## src/rtl/alu_arb_if.sv

```systemverilog
// rtl/alu_arb_if.sv - requester, response and ALU signal bundle for alu_arb
//
// Purpose: groups every handshake/bus signal of alu_arb so the block can be
// connected with a single interface port. Clock and reset stay outside.
//
// Signals (suffix _i / _o is from the point of view of alu_arb):
//   req{0,1}_valid_i / req{0,1}_ready_o   operation request handshake
//   req{0,1}_op_i, req{0,1}_a_i, req{0,1}_b_i   opcode and operands
//   rsp{0,1}_valid_o / rsp{0,1}_ready_i   result response handshake
//   rsp{0,1}_data_o                       result data
//   alu_op_o, alu_a_o, alu_b_o            drive to the combinational ALU
//   alu_result_i                          combinational ALU result
//   busy_o                                high whenever the sequencer is not idle
//
// Modports:
//   slave  - used by alu_arb
//   master - used by the environment (requesters, responders and ALU)
interface alu_arb_if #(
  parameter int DATA_W = 32,
  parameter int OP_W   = 6
);
  logic              req0_valid_i;
  logic              req0_ready_o;
  logic [OP_W-1:0]   req0_op_i;
  logic [DATA_W-1:0] req0_a_i;
  logic [DATA_W-1:0] req0_b_i;

  logic              req1_valid_i;
  logic              req1_ready_o;
  logic [OP_W-1:0]   req1_op_i;
  logic [DATA_W-1:0] req1_a_i;
  logic [DATA_W-1:0] req1_b_i;

  logic              rsp0_valid_o;
  logic              rsp0_ready_i;
  logic [DATA_W-1:0] rsp0_data_o;

  logic              rsp1_valid_o;
  logic              rsp1_ready_i;
  logic [DATA_W-1:0] rsp1_data_o;

  logic [OP_W-1:0]   alu_op_o;
  logic [DATA_W-1:0] alu_a_o;
  logic [DATA_W-1:0] alu_b_o;
  logic [DATA_W-1:0] alu_result_i;

  logic              busy_o;

  modport slave (
    input  req0_valid_i, req0_op_i, req0_a_i, req0_b_i,
    output req0_ready_o,
    input  req1_valid_i, req1_op_i, req1_a_i, req1_b_i,
    output req1_ready_o,
    output rsp0_valid_o, rsp0_data_o,
    input  rsp0_ready_i,
    output rsp1_valid_o, rsp1_data_o,
    input  rsp1_ready_i,
    output alu_op_o, alu_a_o, alu_b_o,
    input  alu_result_i,
    output busy_o
  );

  modport master (
    output req0_valid_i, req0_op_i, req0_a_i, req0_b_i,
    input  req0_ready_o,
    output req1_valid_i, req1_op_i, req1_a_i, req1_b_i,
    input  req1_ready_o,
    input  rsp0_valid_o, rsp0_data_o,
    output rsp0_ready_i,
    input  rsp1_valid_o, rsp1_data_o,
    output rsp1_ready_i,
    input  alu_op_o, alu_a_o, alu_b_o,
    output alu_result_i,
    input  busy_o
  );
endinterface

```

## src/rtl/alu_arb.sv

```systemverilog
// rtl/alu_arb.sv - two-requester arbiter and sequencer for a shared combinational ALU
//
// Purpose: accepts one operation at a time from requester 0 or 1, latches the
// opcode and operands, presents them to the ALU for one execute cycle,
// registers the result and returns it on the owner's response channel.
// Sequence: IDLE (handshake) -> EXEC (ALU evaluates) -> RESP (hold until taken).
//
// Ports:
//   clk_i    - clock, rising edge
//   rst_n_i  - asynchronous active-low reset
//   bus      - alu_arb_if.slave: request, response, ALU and busy signals
//
// Configuration macro:
//   ALU_ARB_RR_EN - when defined, ties are broken round-robin (the requester
//                   not granted last wins); otherwise requester 0 wins ties.
module alu_arb #(
  parameter int DATA_W = 32,
  parameter int OP_W   = 6
) (
  input  logic        clk_i,
  input  logic        rst_n_i,
  alu_arb_if.slave    bus
);

  typedef enum logic [1:0] {
    IDLE = 2'd0,
    EXEC = 2'd1,
    RESP = 2'd2
  } state_e;

  state_e            state_q, state_d;
  logic              owner_q, owner_d;
  logic              last_q,  last_d;
  logic [OP_W-1:0]   op_q,    op_d;
  logic [DATA_W-1:0] a_q,     a_d;
  logic [DATA_W-1:0] b_q,     b_d;
  logic [DATA_W-1:0] res_q,   res_d;

  logic grant;      // index of the winning requester (meaningful when any valid)
  logic accept;     // a request handshake completes this cycle
  logic rsp_take;   // the owner takes the result this cycle

  // Arbitration
  always_comb begin
    grant = 1'b0;
`ifdef ALU_ARB_RR_EN
    if (bus.req0_valid_i && bus.req1_valid_i) begin
      grant = ~last_q;
    end else begin
      grant = bus.req1_valid_i;
    end
`else
    grant = bus.req1_valid_i & ~bus.req0_valid_i;
`endif
  end

`ifndef ALU_ARB_RR_EN
  // The last-grant register is still maintained in fixed-priority builds so
  // both variants carry identical state; it simply has no reader here.
  logic last_grant_unused;
  assign last_grant_unused = last_q;
`endif

  // Ready is gated with reset so it reads 0 while reset is held, even though
  // the FSM sits in IDLE and requesters may already be asserting valid.
  assign accept   = (state_q == IDLE) && rst_n_i &&
                    (bus.req0_valid_i || bus.req1_valid_i);
  assign rsp_take = owner_q ? bus.rsp1_ready_i : bus.rsp0_ready_i;

  // State register
  always_ff @(posedge clk_i or negedge rst_n_i) begin
    if (!rst_n_i) begin
      state_q <= IDLE;
    end else begin
      state_q <= state_d;
    end
  end

  // Next-state logic
  always_comb begin
    state_d = state_q;
    case (state_q)
      IDLE:    if (accept)   state_d = EXEC;
      EXEC:                  state_d = RESP;
      RESP:    if (rsp_take) state_d = IDLE;
      default:               state_d = IDLE;
    endcase
  end

  // Operand, owner, last-grant and result registers
  always_ff @(posedge clk_i or negedge rst_n_i) begin
    if (!rst_n_i) begin
      owner_q <= 1'b0;
      last_q  <= 1'b1;
      op_q    <= '0;
      a_q     <= '0;
      b_q     <= '0;
      res_q   <= '0;
    end else begin
      owner_q <= owner_d;
      last_q  <= last_d;
      op_q    <= op_d;
      a_q     <= a_d;
      b_q     <= b_d;
      res_q   <= res_d;
    end
  end

  // Operands are sampled only on the handshake cycle; the result only at the
  // end of EXEC, so it stays stable through the whole RESP phase.
  always_comb begin
    owner_d = owner_q;
    last_d  = last_q;
    op_d    = op_q;
    a_d     = a_q;
    b_d     = b_q;
    res_d   = res_q;
    if (accept) begin
      owner_d = grant;
      last_d  = grant;
      if (grant) begin
        op_d = bus.req1_op_i;
        a_d  = bus.req1_a_i;
        b_d  = bus.req1_b_i;
      end else begin
        op_d = bus.req0_op_i;
        a_d  = bus.req0_a_i;
        b_d  = bus.req0_b_i;
      end
    end
    if (state_q == EXEC) begin
      res_d = bus.alu_result_i;
    end
  end

  // Output logic
  always_comb begin
    bus.req0_ready_o = accept & ~grant;
    bus.req1_ready_o = accept &  grant;
    bus.rsp0_valid_o = (state_q == RESP) & ~owner_q;
    bus.rsp1_valid_o = (state_q == RESP) &  owner_q;
    bus.rsp0_data_o  = res_q;
    bus.rsp1_data_o  = res_q;
    bus.alu_op_o     = op_q;
    bus.alu_a_o      = a_q;
    bus.alu_b_o      = b_q;
    bus.busy_o       = (state_q != IDLE);
  end

endmodule

```

## src/flat_wrapper.sv

```systemverilog
// flat-port wrapper written by rule: the top's interface ports become plain ports
module alu_arb_flat 
#(
  parameter int DATA_W = 32,
  parameter int OP_W   = 6
)
  (clk_i, rst_n_i, bus_req0_valid_i, bus_req0_op_i, bus_req0_a_i, bus_req0_b_i, bus_req0_ready_o, bus_req1_valid_i, bus_req1_op_i, bus_req1_a_i, bus_req1_b_i, bus_req1_ready_o, bus_rsp0_valid_o, bus_rsp0_data_o, bus_rsp0_ready_i, bus_rsp1_valid_o, bus_rsp1_data_o, bus_rsp1_ready_i, bus_alu_op_o, bus_alu_a_o, bus_alu_b_o, bus_alu_result_i, bus_busy_o);
  alu_arb_if #(.DATA_W(DATA_W), .OP_W(OP_W)) bus_i ();
  input  logic clk_i;
  input  logic rst_n_i;
  input wire logic [$bits(bus_i.req0_valid_i)-1:0] bus_req0_valid_i;
  input wire logic [$bits(bus_i.req0_op_i)-1:0] bus_req0_op_i;
  input wire logic [$bits(bus_i.req0_a_i)-1:0] bus_req0_a_i;
  input wire logic [$bits(bus_i.req0_b_i)-1:0] bus_req0_b_i;
  output wire logic [$bits(bus_i.req0_ready_o)-1:0] bus_req0_ready_o;
  input wire logic [$bits(bus_i.req1_valid_i)-1:0] bus_req1_valid_i;
  input wire logic [$bits(bus_i.req1_op_i)-1:0] bus_req1_op_i;
  input wire logic [$bits(bus_i.req1_a_i)-1:0] bus_req1_a_i;
  input wire logic [$bits(bus_i.req1_b_i)-1:0] bus_req1_b_i;
  output wire logic [$bits(bus_i.req1_ready_o)-1:0] bus_req1_ready_o;
  output wire logic [$bits(bus_i.rsp0_valid_o)-1:0] bus_rsp0_valid_o;
  output wire logic [$bits(bus_i.rsp0_data_o)-1:0] bus_rsp0_data_o;
  input wire logic [$bits(bus_i.rsp0_ready_i)-1:0] bus_rsp0_ready_i;
  output wire logic [$bits(bus_i.rsp1_valid_o)-1:0] bus_rsp1_valid_o;
  output wire logic [$bits(bus_i.rsp1_data_o)-1:0] bus_rsp1_data_o;
  input wire logic [$bits(bus_i.rsp1_ready_i)-1:0] bus_rsp1_ready_i;
  output wire logic [$bits(bus_i.alu_op_o)-1:0] bus_alu_op_o;
  output wire logic [$bits(bus_i.alu_a_o)-1:0] bus_alu_a_o;
  output wire logic [$bits(bus_i.alu_b_o)-1:0] bus_alu_b_o;
  input wire logic [$bits(bus_i.alu_result_i)-1:0] bus_alu_result_i;
  output wire logic [$bits(bus_i.busy_o)-1:0] bus_busy_o;
  assign bus_i.req0_valid_i = bus_req0_valid_i;
  assign bus_i.req0_op_i = bus_req0_op_i;
  assign bus_i.req0_a_i = bus_req0_a_i;
  assign bus_i.req0_b_i = bus_req0_b_i;
  assign bus_req0_ready_o = bus_i.req0_ready_o;
  assign bus_i.req1_valid_i = bus_req1_valid_i;
  assign bus_i.req1_op_i = bus_req1_op_i;
  assign bus_i.req1_a_i = bus_req1_a_i;
  assign bus_i.req1_b_i = bus_req1_b_i;
  assign bus_req1_ready_o = bus_i.req1_ready_o;
  assign bus_rsp0_valid_o = bus_i.rsp0_valid_o;
  assign bus_rsp0_data_o = bus_i.rsp0_data_o;
  assign bus_i.rsp0_ready_i = bus_rsp0_ready_i;
  assign bus_rsp1_valid_o = bus_i.rsp1_valid_o;
  assign bus_rsp1_data_o = bus_i.rsp1_data_o;
  assign bus_i.rsp1_ready_i = bus_rsp1_ready_i;
  assign bus_alu_op_o = bus_i.alu_op_o;
  assign bus_alu_a_o = bus_i.alu_a_o;
  assign bus_alu_b_o = bus_i.alu_b_o;
  assign bus_i.alu_result_i = bus_alu_result_i;
  assign bus_busy_o = bus_i.busy_o;
  alu_arb #(.DATA_W(DATA_W), .OP_W(OP_W)) u_core (.clk_i(clk_i), .rst_n_i(rst_n_i), .bus(bus_i));
endmodule
```

## config.mk

```make
export PLATFORM = sky130hd
export DESIGN_NAME = alu_arb_flat
export DESIGN_NICKNAME = d
export VERILOG_FILES = /design/src/rtl/alu_arb_if.sv /design/src/rtl/alu_arb.sv /design/src/flat_wrapper.sv
export SDC_FILE = /design/constraint.sdc
export NUM_CORES = 1
export LEC_CHECK = 0
export CAP_MARGIN = 20
export CELL_PAD_IN_SITES_DETAIL_PLACEMENT = 0
export CELL_PAD_IN_SITES_GLOBAL_PLACEMENT = 1
export CORE_ASPECT_RATIO = 1.75
export CORE_MARGIN = 1.5
export CORE_UTILIZATION = 30
export CTS_BUF_LIST = sky130_fd_sc_hd__clkbuf_8
export DETAILED_ROUTE_END_ITERATION = 8
export GPL_TIMING_DRIVEN = 0
export PLACE_DENSITY = 0.86
export SLEW_MARGIN = 20
export SYNTH_ARGS = -nofsm -noshare
export SYNTH_HDL_FRONTEND = slang
export SYNTH_SLANG_ARGS = --single-unit
```

## constraint.sdc

```tcl
create_clock -name clk_i -period 2.2 [get_ports clk_i]
set_input_delay 0.33 -clock clk_i [delete_from_list [all_inputs] [get_ports clk_i]]
set_output_delay 0.33 -clock clk_i [all_outputs]
set_load 0.01 [all_outputs]
```

==> flow_results.xml, run 1 <==
<?xml version="1.0" encoding="UTF-8"?>
<metrics>
  <group name="sta">
    <metric name="clock.fmax" unit="MHz">483.6</metric>
    <metric name="final_period_minus_worst_setup_slack" unit="ps">2068</metric>
    <metric name="setup_viol" unit="">0</metric>
    <metric name="timing.final.max_slew_violations" unit="">0</metric>
    <metric name="worst_margin_pin_slew" unit="ps">309.9</metric>
    <metric name="clock-skew-final" unit="ps">12.97</metric>
    <metric name="final_min_period_over_clock_period" unit="">0.9398</metric>
    <metric name="timing_hold_violations_final" unit="">0</metric>
    <metric name="max_slew_margin" unit="">0.7934</metric>
    <metric name="rsz0062_at_grt" unit="">false</metric>
    <metric name="setup_slack" unit="ps">132.3</metric>
  </group>
  <group name="cts">
    <metric name="reg_clk_slew_reported_paths" unit="ps">110</metric>
    <metric name="clock_insertion_delay_worst_skew" unit="ps">370</metric>
    <metric name="cts_buffers" unit="">9</metric>
    <metric name="cts.sink_count" unit="">105</metric>
    <metric name="clock_tree_from_tritoncts" unit="">done</metric>
    <metric name="ctsHtreeMaxLevel" unit="">3</metric>
    <metric name="cts_root_buffer" unit="">sky130_fd_sc_hd__clkbuf_8</metric>
    <metric name="clock_tree.buffer_depth" unit="">2</metric>
  </group>
  <group name="setup_path">
    <metric name="critical_path.endpoint_type" unit="">output pin</metric>
    <metric name="cp-start-kind" unit="">flip-flop</metric>
    <metric name="critical_path.reg2reg.startpoint" unit="">u_core.state_q[0]</metric>
    <metric name="reg2reg_setup_slack" unit="ps">280</metric>
    <metric name="worstSetupEndpoint" unit="">bus_rsp1_valid_o</metric>
    <metric name="worstSetupStartpoint" unit="">u_core.state_q[0]</metric>
    <metric name="worst_path_largest_cell_delay" unit="ps">570</metric>
    <metric name="timing.critical_path.arrival" unit="ps">1740</metric>
    <metric name="worst_ep_required_time" unit="ps">1870</metric>
    <metric name="worst_path_max_delay_cell" unit="">sky130_fd_sc_hd__clkdlybuf4s50_1</metric>
    <metric name="reg2reg_capture_point" unit="">u_core.bus.alu_a_o[11]</metric>
    <metric name="critPathKind" unit="">flip-flop to output pin</metric>
    <metric name="cp_max_fo" unit="">3</metric>
    <metric name="worst_r2r_path_depth" unit="">6</metric>
    <metric name="crit_path_cell_trace" unit="">buf_4, nand2b_1, nor2_1, clkdlybuf4s50_1</metric>
  </group>
  <group name="finish">
    <metric name="layout-drive-gt1-share" unit="">0.3719</metric>
    <metric name="finish.net_count" unit="">856</metric>
    <metric name="flow.area_growth_from_synthesis" unit="%">72.55</metric>
    <metric name="fill_cells" unit="">1496</metric>
    <metric name="ff_latch_area" unit="sq mm">0.002628</metric>
    <metric name="final_core_utilization" unit="">0.5264</metric>
    <metric name="stdcell_area" unit="sq mm">0.009148</metric>
    <metric name="diodes" unit="">0</metric>
    <metric name="multi_input_area" unit="sq mm">0.002248</metric>
    <metric name="final-instance-count-excl-fill" unit="">914</metric>
  </group>
  <group name="global_route">
    <metric name="groute.usage.overall" unit="">0.1695</metric>
    <metric name="first_global_vias" unit="">4473</metric>
    <metric name="global_route.overflow_total" unit="">0</metric>
    <metric name="grt_max_degree" unit="">47</metric>
    <metric name="grt_first_pass_wirelength" unit="microns">23450</metric>
    <metric name="antenna_violations_before_repair" unit="">0</metric>
  </group>
  <group name="yosys">
    <metric name="synth.lib_cells_used.distinct" unit="">17</metric>
    <metric name="synth_warnings" unit="">0</metric>
    <metric name="synth_area_per_cell" unit="sq um">15.46</metric>
    <metric name="synthesis.instances" unit="">343</metric>
    <metric name="synthesis.nets" unit="">521</metric>
    <metric name="yosysSeqAreaShare" unit="">0.4956</metric>
    <metric name="synth.ff_latch_count" unit="">105</metric>
    <metric name="mappedNetlistArea" unit="sq mm">0.005301</metric>
  </group>
  <group name="floorplanning">
    <metric name="floorplan.rows" unit="">64</metric>
    <metric name="core_area" unit="sq mm">0.01738</metric>
    <metric name="initial_core_util" unit="">0.3051</metric>
    <metric name="ios" unit="">317</metric>
    <metric name="die_w" unit="microns">103.5</metric>
    <metric name="die_height" unit="microns">178.9</metric>
    <metric name="fp.dieArea" unit="sq mm">0.01851</metric>
  </group>
  <group name="drt">
    <metric name="route.detailed.drc" unit="">0</metric>
    <metric name="drt_pre_antenna_iters" unit="">4</metric>
    <metric name="totalWireLength" unit="microns">15890</metric>
    <metric name="via_count" unit="">3989</metric>
    <metric name="first_iter_violations" unit="">43</metric>
    <metric name="detail_route.wl_per_cell" unit="microns">17.39</metric>
    <metric name="vias_per_cell" unit="">4.364</metric>
    <metric name="drtAntennaViolNets" unit="">0</metric>
  </group>
  <group name="place">
    <metric name="count_of_input_and_output_buffers" unit="">316</metric>
    <metric name="dpl-instance-area" unit="sq mm">0.008782</metric>
    <metric name="pre_cts_ws" unit="ps">-740.8</metric>
    <metric name="numPlacedInstances" unit="">891</metric>
    <metric name="post_dp_hpwl" unit="microns">12470</metric>
    <metric name="globalplace.congestion" unit="">0.7567</metric>
  </group>
  <group name="power_and_ir_drop">
    <metric name="p_total" unit="mW">11.29</metric>
    <metric name="p_per_area" unit="mW/mm^2">1234</metric>
    <metric name="total_leakage_power" unit="nW">3.851</metric>
    <metric name="ir_drop" unit="uV">540.8</metric>
  </group>
  <group name="flow_run">
    <metric name="drv.max_cap_violation_count" unit="">0</metric>
  </group>
  <group name="hold_path">
    <metric name="min-delay-path-class" unit="">input port to async pin</metric>
  </group>
  <group name="outcome">
    <metric name="outcome" unit="">completed</metric>
  </group>
</metrics>
==> synth_stat cells (all sizes together) <==
| cell type | number | area share |
|---|---|---|
| o21ai | 1 | 0.00094 |
| clkbuf | 1 | 0.00071 |
| dfrtp | 105 | 0.50 |
| or2 | 1 | 0.0012 |
| inv | 1 | 0.00071 |
| mux2 | 174 | 0.41 |
| nor2 | 3 | 0.0021 |
| nor2b | 2 | 0.0024 |
| nand2b | 2 | 0.0024 |
| and2 | 1 | 0.0012 |
| buf | 51 | 0.080 |
| nor3b | 1 | 0.0024 |
==> layout make-up <==
type	instances	share of cell area
clock buffers	10	0.01505
repair buffers	325	0.3636
clock inverters	6	0.01040
multi-input cells	185	0.2458
plain buffers	51	0.04596
well taps	231	0.03160
inverters	1	0.0004103
flip-flops and latches	105	0.2872
==> worst max-delay path, delay by kind of cell (launching register included) <==
| kind | cells | cell delay, ps |
|---|---|---|
| and+or+nand+nor | 2 | 270 |
| DFF | 1 | 400 |
| buffers and inverters | 2 | 710 |
==> stage by stage <==
| stage | setup TNS (ps) | hold WS, ps |
|---|---|---|
| after floorplan | 0 | 34.41 |
| after global placement | -614730 | 490.6 |
| after detailed placement | -11500 | 297.2 |
| after CTS | 0 | 10.50 |
| after global routing | 0 | 13.25 |
| final | 0 | 23.73 |
==> repair_timing <==
item | CTS | global route
gates cloned | 1 | 0
setup endpoints to repair | 2 | 3
setup buffers | 3 | 1
pin swaps | 1 | 1
hold buffers | 3 | 0
gates resized for setup | 9 | 4
hold endpoints to repair | 46 | 0
==> cells in the final DEF (no fill, tap or decap), types with 2 or more instances in the layout <==
| master | instances |
|---|---|
| sky130_fd_sc_hd__buf_12 | 6 |
| sky130_fd_sc_hd__nor2_1 | 3 |
| sky130_fd_sc_hd__mux2_2 | 117 |
| sky130_fd_sc_hd__bufinv_16 | 2 |
| sky130_fd_sc_hd__dfrtp_1 | 105 |
| sky130_fd_sc_hd__buf_2 | 11 |
| sky130_fd_sc_hd__clkbuf_8 | 10 |
| sky130_fd_sc_hd__clkdlybuf4s50_1 | 312 |
| sky130_fd_sc_hd__nand2b_1 | 2 |
| sky130_fd_sc_hd__mux2_4 | 57 |
| sky130_fd_sc_hd__nor2b_1 | 2 |
| sky130_fd_sc_hd__buf_4 | 37 |
| sky130_fd_sc_hd__inv_6 | 3 |
| sky130_fd_sc_hd__buf_16 | 3 |
==> how the worst min path moves through the flow <==
stage | endpoint | cells after the start
3_5_place_dp | u_core.bus.alu_b_o[6] | 1
3_3_place_gp | u_core.bus.alu_a_o[31] | 1
4_1_cts | u_core.bus.alu_b_o[28] | 3
6_report | u_core.bus.alu_b_o[10] | 3
2_1_floorplan | u_core.bus.alu_a_o[0] | 0
5_1_grt | u_core.bus.alu_b_o[28] | 3
==> power by group <==
part	leakage [nW]	total (mW)	switching, mW	internal, mW
Clock	0.118	1.39	0.702	0.688
Combinational	2.51	6.31	2.07	4.24
Sequential	1.23	3.59	0.675	2.91
Total	3.85	11.3	3.45	7.83
==> state kept, by name, summed over array words and instances (netlist names) <==
| signal | flops |
|---|---|
| u_core.state_q | 2 |
| u_core.bus.rsp0_data_o | 32 |
| u_core.bus.alu_op_o | 6 |
| u_core.bus.alu_b_o | 32 |
| u_core.bus.alu_a_o | 32 |
| u_core.owner_q | 1 |
==> layer usage <==
metal	routed length, microns	up-vias	GRT usage
li1	-	1841	-
met1	5314	1941	0.1698
met2	9083	182	0.3249
met3	1091	25	0.04094
met4	399	0	0.06588
met5	0	-	0
==> cell families after synthesis <==
group	after synthesis	share of synthesized area
AOI/OAI and AO/OA	1	0.0009432
buffers and inverters	53	0.08190
DFF	105	0.4956
muxes	174	0.4100
and+or+nand+nor	10	0.01157
Note: power is estimated with default switching activity, not from simulation.
==> inputs of run 2 (changes only) <==
SETUP_SLACK_MARGIN = 0.5   (was unset)
==> run 2 against run 1 <==
Power rose by 1.5%. Clock power down 12%. Clock skew grew 3.2 ps. Design area increased by 5.2%. Combinational power increased by 5.7%. Setup slack got worse by 21 ps. First-iteration DRC count grew 16%. Largest cell class unchanged.
==> flow_results.xml, run 2 (synthesized netlist as in run 1, its figures left out) <==
<?xml version="1.0" encoding="UTF-8"?>
<metrics>
  <group name="drt">
    <metric name="drtAntennaViolNets" unit="">0</metric>
    <metric name="totalWireLength" unit="microns">17020</metric>
    <metric name="first_iter_violations" unit="">50</metric>
    <metric name="detail_route.wl_per_cell" unit="microns">18.06</metric>
    <metric name="vias_per_cell" unit="">4.333</metric>
    <metric name="via_count" unit="">4082</metric>
    <metric name="drt_pre_antenna_iters" unit="">3</metric>
    <metric name="route.detailed.drc" unit="">0</metric>
  </group>
  <group name="setup_path">
    <metric name="critical_path.reg2reg.startpoint" unit="">u_core.state_q[0]</metric>
    <metric name="cp-start-kind" unit="">flip-flop</metric>
    <metric name="reg2reg_capture_point" unit="">u_core.bus.alu_a_o[28]</metric>
    <metric name="reg2reg_setup_slack" unit="ps">110</metric>
    <metric name="timing.critical_path.arrival" unit="ps">2330</metric>
    <metric name="critical_path.endpoint_type" unit="">flip-flop</metric>
    <metric name="worstSetupStartpoint" unit="">u_core.state_q[0]</metric>
    <metric name="worst_ep_required_time" unit="ps">2450</metric>
    <metric name="cp_max_fo" unit="">5</metric>
    <metric name="worstSetupPathDepth" unit="">10</metric>
    <metric name="crit_path_cell_trace" unit="">or2_4, nor3b_4, buf_6, buf_4, buf_6, buf_12, buf_12, buf_6, buf_12, mux2_4</metric>
    <metric name="worst_r2r_path_depth" unit="">10</metric>
    <metric name="path_buf_inv" unit="">7</metric>
    <metric name="worst_path_max_delay_cell" unit="">sky130_fd_sc_hd__dfrtp_1</metric>
    <metric name="critPathKind" unit="">flip-flop to flip-flop</metric>
    <metric name="worst_path_largest_cell_delay" unit="ps">400</metric>
    <metric name="cp_top_family" unit="">buffers and inverters</metric>
    <metric name="worstSetupEndpoint" unit="">u_core.bus.alu_a_o[28]</metric>
  </group>
  <group name="cts">
    <metric name="clock_tree_from_tritoncts" unit="">done</metric>
    <metric name="cts_root_buffer" unit="">sky130_fd_sc_hd__clkbuf_8</metric>
    <metric name="ctsHtreeMaxLevel" unit="">3</metric>
    <metric name="cts_buffers" unit="">9</metric>
    <metric name="cts.sink_count" unit="">105</metric>
    <metric name="clock_insertion_delay_worst_skew" unit="ps">370</metric>
    <metric name="clock_tree.buffer_depth" unit="">2</metric>
    <metric name="reg_clk_slew_reported_paths" unit="ps">90</metric>
  </group>
  <group name="outcome">
    <metric name="outcome" unit="">completed</metric>
  </group>
  <group name="global_route">
    <metric name="grt_first_pass_wirelength" unit="microns">24540</metric>
    <metric name="groute.usage.overall" unit="">0.1778</metric>
    <metric name="global_route.overflow_total" unit="">0</metric>
    <metric name="grt_max_degree" unit="">70</metric>
    <metric name="antenna_violations_before_repair" unit="">1</metric>
    <metric name="first_global_vias" unit="">4509</metric>
  </group>
  <group name="sta">
    <metric name="clock.fmax" unit="MHz">478.8</metric>
    <metric name="setup_viol" unit="">0</metric>
    <metric name="rsz0062_at_grt" unit="">true</metric>
    <metric name="clock-skew-final" unit="ps">16.21</metric>
    <metric name="totalNegativeSetupSlack" unit="ps">0</metric>
    <metric name="final_min_period_over_clock_period" unit="">0.9493</metric>
    <metric name="timing_hold_violations_final" unit="">0</metric>
    <metric name="worst_margin_pin_slew" unit="ps">364.2</metric>
    <metric name="final_period_minus_worst_setup_slack" unit="ps">2089</metric>
    <metric name="timing.final.max_slew_violations" unit="">0</metric>
    <metric name="max_slew_margin" unit="">0.7572</metric>
  </group>
  <group name="floorplanning">
    <metric name="die_height" unit="microns">178.9</metric>
    <metric name="fp.dieArea" unit="sq mm">0.01851</metric>
    <metric name="ios" unit="">317</metric>
    <metric name="core_area" unit="sq mm">0.01738</metric>
    <metric name="floorplan.rows" unit="">64</metric>
    <metric name="die_w" unit="microns">103.5</metric>
    <metric name="initial_core_util" unit="">0.3051</metric>
  </group>
  <group name="finish">
    <metric name="final_core_utilization" unit="">0.5539</metric>
    <metric name="flow.area_growth_from_synthesis" unit="%">81.54</metric>
    <metric name="final-instance-count-excl-fill" unit="">942</metric>
    <metric name="layout-drive-gt1-share" unit="">0.4056</metric>
    <metric name="commonest_non_fill_non_tap_cell_in_the_layout" unit="">sky130_fd_sc_hd__clkdlybuf4s50_1</metric>
    <metric name="finish.net_count" unit="">884</metric>
    <metric name="mostFrequentLayoutCells" unit="">sky130_fd_sc_hd__clkdlybuf4s50_1, sky130_fd_sc_hd__dfrtp_1, sky130_fd_sc_hd__mux2_2</metric>
  </group>
  <group name="flow_run">
    <metric name="drv.max_cap_violation_count" unit="">0</metric>
  </group>
  <group name="power_and_ir_drop">
    <metric name="ir_drop" unit="uV">585.9</metric>
    <metric name="total_leakage_power" unit="nW">4.264</metric>
    <metric name="p_total" unit="mW">11.45</metric>
    <metric name="p_per_area" unit="mW/mm^2">1190</metric>
  </group>
  <group name="place">
    <metric name="post_dp_hpwl" unit="microns">12960</metric>
    <metric name="count_of_input_and_output_buffers" unit="">316</metric>
    <metric name="numPlacedInstances" unit="">891</metric>
    <metric name="globalplace.congestion" unit="">0.8225</metric>
  </group>
  <group name="hold_path">
    <metric name="min-delay-path-class" unit="">flip-flop to flip-flop</metric>
  </group>
</metrics>
run 2: changes by cell type in the layout (fill, tap and decap cells not counted), moves of 8 or more:
cell,change
sky130_fd_sc_hd__mux2_4,+13
sky130_fd_sc_hd__dlymetal6s2s_1,+13
sky130_fd_sc_hd__buf_12,+8
sky130_fd_sc_hd__buf_6,+15
sky130_fd_sc_hd__clkdlybuf4s50_1,-53
sky130_fd_sc_hd__mux2_2,-13
sky130_fd_sc_hd__dlygate4sd2_1,+38
run 2: metal layers:
metal / wire length [microns] / track usage / vias up
met5: 0 / 0 / -
met4: 666 / 0.08502 / 0
met3: 959 / 0.03548 / 36
met2: 9582 / 0.3279 / 169
met1: 5808 / 0.1875 / 1984
li1: - / - / 1893
run 2: how the worst min path moves through the flow:
| stage | to | from | cells past startpoint |
|---|---|---|---|
| 2_1_floorplan | u_core.bus.alu_a_o[0] | rst_n_i | 0 |
| 3_3_place_gp | u_core.bus.alu_b_o[31] | u_core.bus.alu_b_o[31] | 1 |
| 3_5_place_dp | u_core.bus.alu_a_o[3] | rst_n_i | 1 |
| 4_1_cts | u_core.bus.alu_a_o[0] | u_core.bus.alu_a_o[0] | 1 |
| 5_1_grt | u_core.bus.alu_op_o[0] | u_core.bus.alu_op_o[0] | 1 |
| 6_report | u_core.bus.alu_a_o[7] | u_core.bus.alu_a_o[7] | 1 |
run 2: where the power goes:
part           internal [mW]  leakage [nW]  total [mW]  switching (mW)
combinational           4.42          2.94        6.67            2.24
clock                  0.550        0.0958        1.22           0.670
sequential              2.91          1.23        3.56           0.651
run 2: cell type report:
class / count / area [sq um]
plain buffers: 52 / 484.2
inverters: 1 / 3.754
multi-input cells: 185 / 2332
clock buffers: 10 / 137.6
flip-flops and latches: 105 / 2628
diodes: 1 / 2.502
fillers: 1475 / 7752
repair buffers: 352 / 3690
clock inverters: 5 / 57.56
well taps: 231 / 289.0
run 2: what timing repair did:
item	4_1_cts	5_1_grt
pin swaps	2	3
endpoints found under the hold margin	36	0
endpoints found under the setup margin	109	118
cloned	5	1
buffers inserted	24	3
hold buffers	2	0
resized for setup	82	47
run 2: through the flow:
| step | hold WS, ps | setup WS [ps] | area (sq um) |
|---|---|---|---|
| finish | 517.8 | 111.5 | 9624 |
| global placement | 490.8 | -4265 | 8766 |
| floorplan | 34.41 | 505.6 | 5314 |
| CTS | 520.4 | 107.5 | 9422 |
| detailed placement | 269.1 | -415.3 | 8795 |
| global route | 534.3 | 34.01 | 9624 |
==> inputs of run 3 (changes only) <==
HOLD_SLACK_MARGIN = 0.05   (was unset)
==> results of run 3 <==
No change in the layout: final DEF, timing and power equal those of run 2.
